===== src/rtl/fixed_div_pkg.sv =====
// Shared definitions for the sign-magnitude fixed-point arithmetic blocks
// (divider and its multiplier companion).
//   Q_DEFAULT / N_DEFAULT : default fraction bits and total word width
//   div_state_t           : divider FSM state encoding
//   sign_bit()            : index of the sign bit for an N-bit word
package fixed_div_pkg;

  localparam int Q_DEFAULT = 16;
  localparam int N_DEFAULT = 32;

  typedef enum logic [1:0] {
    ST_IDLE = 2'b00,
    ST_CALC = 2'b01,
    ST_DONE = 2'b10
  } div_state_t;

  function automatic int sign_bit(input int n);
    return n - 1;
  endfunction

endpackage


===== src/rtl/fixed_div.sv =====
// Iterative restoring radix-2 divider for sign-magnitude QN fixed point.
// One quotient bit per clock; fixed latency of N+Q cycles from accept to ready_o.
// Ports:
//   clk_i, nrst_i       clock (rising edge), async active-low reset
//   valid_i             operands valid, accepted only in IDLE
//   opA_i, opB_i        dividend, divisor (sign-magnitude QN)
//   busy_o              division in progress, valid_i ignored
//   ready_o             one-cycle pulse when result_o and flags update
//   result_o            quotient (sign-magnitude QN), held until next ready_o
//   div_zero_o          last result came from a zero-magnitude divisor
//   overflow_o          last result saturated
//
// state   | meaning
// IDLE    | waiting for valid_i, operands captured on accept
// CALC    | N-1+Q shift/compare/subtract iterations
// DONE    | register result and flags, pulse ready_o
module fixed_div
  import fixed_div_pkg::*;
#(
  parameter int Q = Q_DEFAULT,
  parameter int N = N_DEFAULT
) (
  input  logic         clk_i,
  input  logic         nrst_i,
  input  logic         valid_i,
  input  logic [N-1:0] opA_i,
  input  logic [N-1:0] opB_i,
  output logic         busy_o,
  output logic         ready_o,
  output logic [N-1:0] result_o,
  output logic         div_zero_o,
  output logic         overflow_o
);

  localparam int DW = N - 1 + Q;
  localparam int CW = $clog2(N + Q);
  localparam int SIGN_BIT = sign_bit(N);
  localparam logic [CW-1:0] LAST_CNT = CW'(DW - 1);
  localparam logic [N-2:0] MAG_MAX = '1;

  div_state_t    state;
  // quo starts as the shifted dividend; its MSB feeds the remainder each
  // iteration while the new quotient bit enters at the LSB, so after DW
  // iterations it holds the full quotient.
  logic [DW-1:0] quo;
  logic [N-1:0]  rem;
  logic [N-2:0]  divisor;
  logic          sign;
  logic [CW-1:0] cnt;

  logic [N-1:0]  rem_sh;
  logic [N-1:0]  rem_nx;
  logic [DW-1:0] quo_nx;
  logic          take;
  logic          div_zero;
  logic          ovf;
  logic [N-2:0]  mag;

  always_comb begin
    rem_sh   = (rem << 1) | {{(N-1){1'b0}}, quo[DW-1]};
    take     = (rem_sh >= {1'b0, divisor});
    rem_nx   = take ? (rem_sh - {1'b0, divisor}) : rem_sh;
    quo_nx   = {quo[DW-2:0], take};
    div_zero = (divisor == '0);
    // Zero divisor takes precedence: it reports div_zero only, never overflow.
    ovf      = ~div_zero & (|quo[DW-1:N-1]);
    mag      = (div_zero | ovf) ? MAG_MAX : quo[N-2:0];
  end

  always_ff @(posedge clk_i or negedge nrst_i) begin
    if (!nrst_i) begin
      state      <= ST_IDLE;
      busy_o     <= 1'b0;
      ready_o    <= 1'b0;
      result_o   <= '0;
      div_zero_o <= 1'b0;
      overflow_o <= 1'b0;
      quo        <= '0;
      rem        <= '0;
      divisor    <= '0;
      sign       <= 1'b0;
      cnt        <= '0;
    end else begin
      ready_o <= 1'b0;
      case (state)
        ST_IDLE: begin
          if (valid_i) begin
            sign    <= opA_i[SIGN_BIT] ^ opB_i[SIGN_BIT];
            quo     <= {opA_i[N-2:0], {Q{1'b0}}};
            divisor <= opB_i[N-2:0];
            rem     <= '0;
            cnt     <= '0;
            busy_o  <= 1'b1;
            state   <= ST_CALC;
          end
        end
        ST_CALC: begin
          rem <= rem_nx;
          quo <= quo_nx;
          cnt <= cnt + CW'(1);
          if (cnt == LAST_CNT) begin
            state <= ST_DONE;
          end
        end
        ST_DONE: begin
          result_o   <= {sign, mag};
          div_zero_o <= div_zero;
          overflow_o <= ovf;
          ready_o    <= 1'b1;
          busy_o     <= 1'b0;
          state      <= ST_IDLE;
        end
        default: begin
          state <= ST_IDLE;
        end
      endcase
    end
  end

endmodule


===== config.mk =====
export PLATFORM = sky130hd
export DESIGN_NAME = fixed_div
export DESIGN_NICKNAME = d
export VERILOG_FILES = /design/src/rtl/fixed_div_pkg.sv /design/src/rtl/fixed_div.sv
export SDC_FILE = /design/constraint.sdc
export NUM_CORES = 1
export LEC_CHECK = 0
export CORE_UTILIZATION = 50
export CTS_CLUSTER_DIAMETER = 40
export DETAILED_ROUTE_END_ITERATION = 16
export HOLD_SLACK_MARGIN = 0.1
export PLACE_DENSITY_LB_ADDON = 0.1
export SLEW_MARGIN = 20
export SYNTH_ARGS = -nofsm -noshare
export SYNTH_HDL_FRONTEND = slang
export SYNTH_SLANG_ARGS = --single-unit

===== constraint.sdc =====
create_clock -name clk_i -period 3.5 [get_ports clk_i]
set_input_delay 0.875 -clock clk_i [delete_from_list [all_inputs] [get_ports clk_i]]
set_output_delay 0.875 -clock clk_i [all_outputs]
set_load 0.005 [all_outputs]

==> flow_summary_export.csv <==
group,metric,value,unit
yosys,syn_area,8110,sq um
floorplanning,core,15900,sq um
yosys,avgSynthCellArea,9.12,sq um
critical_path,start_kind,"register",
power,p_leak,4.25,nW
floorplanning,die_w,129,microns
clocking,cts_post_setup_buffers_inserted,0,
yosys,synth_cells,890,
critical_path,end_kind,"register",
floorplanning,die_area,16700,sq um
placement,place_ws,0.219,ns
sta,hold_viol,0,
sta,slew_viol_final,0,
clocking,numClockSinks,154,
yosys,yosysTopAreaCell,"dfrtp_1",
critical_path,rr_startpoint,"quo[46]$_DFFE_PN0P_",
yosys,synth_edf_count,0,
outcome,status,"finished clean",
yosys,ys_async_sr_fraction,100,%
yosys,yosysUniqueCellTypes,73,
placement,routabilityCongestion,0.897,
clocking,cts.root.buffer_cell,"clkbuf_16",
power,powerDensity,734,nW/um^2
clocking,htree_num_levels,4,
global_routing,globalRouteOverflowTotal,0,
sta,fin_tns_setup,0,ns
global_routing,grt_max_degree,83,
route,wirelength,19000,microns
yosys,syn-num-nets,991,
route,drc,0,
floorplanning,num_rows,46,
finish,final_common_cell,"dfrtp_1",
yosys,synth.top_cell.area_share,47.5,%
floorplanning,fp.dieH,129,microns
sta,setup_viol,0,
critical_path,crit_required,3.81,ns
sta,fmax,0.314,GHz
clocking,insertion_delay,0.43,ns
sta,timing.final.crit_share,90.9,%
power,total_power,0.00726,W
finish,final_cell_mix,"dfrtp_1, clkdlybuf4s50_1, nand2_1",
route,drt_iter0_markers,531,
clocking,ctsResizeCount,0,
sta,fin_crit,3.18,ns
yosys,yosysWarnings,0,
global_routing,antenna_found_initial,0,
hold_path,min_path_type,"input port to asynchronous set/reset pin",
route,viasPerCell,5.61,
route,dr.pass1.iters,5,
clocking,numCtsBuffers,17,
yosys,synthFlopType,"dfrtp_1",
critical_path,arrival,3.49,ns
yosys,ys_ff_latch,154,
finish,fin_nets,1071,
clocking,clk_pin_slew,0.07,ns
placement,io_buffers,102,
route,wl_per_cell,15.8,microns
power,ir_drop,0.000365,V
yosys,synth_seq_area_share,47.5,%
placement,dp_hpwl,13000,microns
critical_path,crit_path_max_fanout,16,
floorplanning,io_pins,103,
finish,drive_gt1_share,7.43,%
sta,setup_slack,0.320,ns
floorplanning,initial_utilization,51.1,%
yosys,synth_area_leaders,"dfrtp_1, o21ai_0, ha_1, nand2_1, nor2_1",
global_routing,grtUsageTotal,23.9,%
critical_path,startpoint,"quo[46]$_DFFE_PN0P_",
sta,tightest_slew,0.740,ns
sta,rsz0062_at_grt,"no",
critical_path,criticalPathCategory,"register to register",
finish,area_growth,21.9,%
clocking,clockBufferDepth,2,
global_routing,grt_pass1_wl,31200,microns
flow_run,cap_violations,0,
route,vias,6728,
clocking,cts_tree,"built",
global_routing,grt_pass1_vias,6213,
sta,relSlewSlack,50.6,%
sta,clock_skew,0.00932,ns
finish,n_antenna_cell,0,
route,ant_nets,0,
sta,whs,0.468,ns
clocking,cts_hold_buf,0,
-- state kept, by name, indices dropped and copies added (netlist names), 2 cells and up --
| register | flops |
|---|---|
| cnt | 6 |
| divisor | 31 |
| quo | 47 |
| rem | 31 |
| result_o | 32 |
| state | 2 |
-- area by class of cell --
| type | count | area (sq um) |
|---|---|---|
| Inverter | 44 | 165 |
| Multi-Input combinational cell | 637 | 3860 |
| Clock buffer | 18 | 429 |
| Timing Repair Buffer | 116 | 1160 |
| Sequential cell | 154 | 3850 |
| Fill cell | 1407 | 5990 |
| Tap cell | 216 | 270 |
| Clock inverter | 14 | 151 |
-- metrics by stage --
step	instance area (sq um)	util [%]	cells
global placement	9300	58.6	1166
detailed placement	9300	58.6	1166
global route	9890	62.3	1199
floorplan	8110	-	890
CTS	9880	62.2	1198
finish	9890	62.3	1199
-- path summary, 6_finish.rpt --
check,cells after the start,slack [ns],end
setup / recovery,13,0.32,rem[30]$_DFFE_PN0P_
hold / removal,1,0.47,result_o[26]$_DFFE_PN0P_
setup reg to reg,13,0.32,rem[30]$_DFFE_PN0P_
hold reg to reg,1,0.49,cnt[5]$_DFFE_PN0P_
max in group asynchronous,2,2.27,divisor[29]$_DFFE_PN0P_
min in group clk_i,1,0.49,cnt[5]$_DFFE_PN0P_
-- metal layers --
| layer | GRT usage, % | wire, microns | vias to the layer above |
|---|---|---|---|
| met5 | 0 | 0 | - |
| met4 | 7.82 | 285 | 0 |
| met3 | 3.51 | 769 | 27 |
| met2 | 36.7 | 8580 | 158 |
| met1 | 34.7 | 9360 | 3203 |
| li1 | - | - | 3340 |
-- report_power, final --
group / internal (W) / switching (W)
logic: 0.00119 / 0.00159
registers: 0.00223 / 0.000419
clock network: 0.00101 / 0.000817
total: 0.00443 / 0.00283
-- cells in the mapped netlist, types with 6 or more instances --
cell	n
o22ai_1	30
a21oi_1	47
ha_1	33
o21ai_0	85
a21o_1	12
nor4_1	12
nor3_1	13
o22a_1	31
nor2_1	96
xnor2_1	10
mux2i_1	14
nand3_1	52
clkbuf_1	35
inv_1	43
dfrtp_1	154
nand4_1	9
buf_2	6
nand2_1	97
xor2_1	13
-- cell families (layout without fill, tap and decap cells) --
| kind of cell | count (synthesis) | after routing | share of synthesized area [%] |
|---|---|---|---|
| AO/OA/AOI/OAI | 257 | 257 | 20.2 |
| XOR/XNOR | 23 | 23 | 2.48 |
| adder cells (fa/ha/maj) | 34 | 34 | 5.34 |
| buffers and inverters | 99 | 192 | 5.30 |
| flip-flops | 154 | 154 | 47.5 |
| multiplexers | 15 | 15 | 1.87 |
| AND/OR/NAND/NOR | 308 | 308 | 17.3 |
-- critical path, stage by stage, from the launching register on --
cell and delay [ns]:
dfrtp_1 0.36, inv_1 0.06, ha_1 0.19, inv_1 0.08
fa_1 0.23, a211oi_1 0.11, o211ai_1 0.28, nand3_1 0.16
and3_1 0.21, a21oi_1 0.26, o21ai_4 0.12, buf_4 0.23
or4_1 0.56, a22o_1 0.21
No activity file was read; power rests on OpenSTA's default activity.
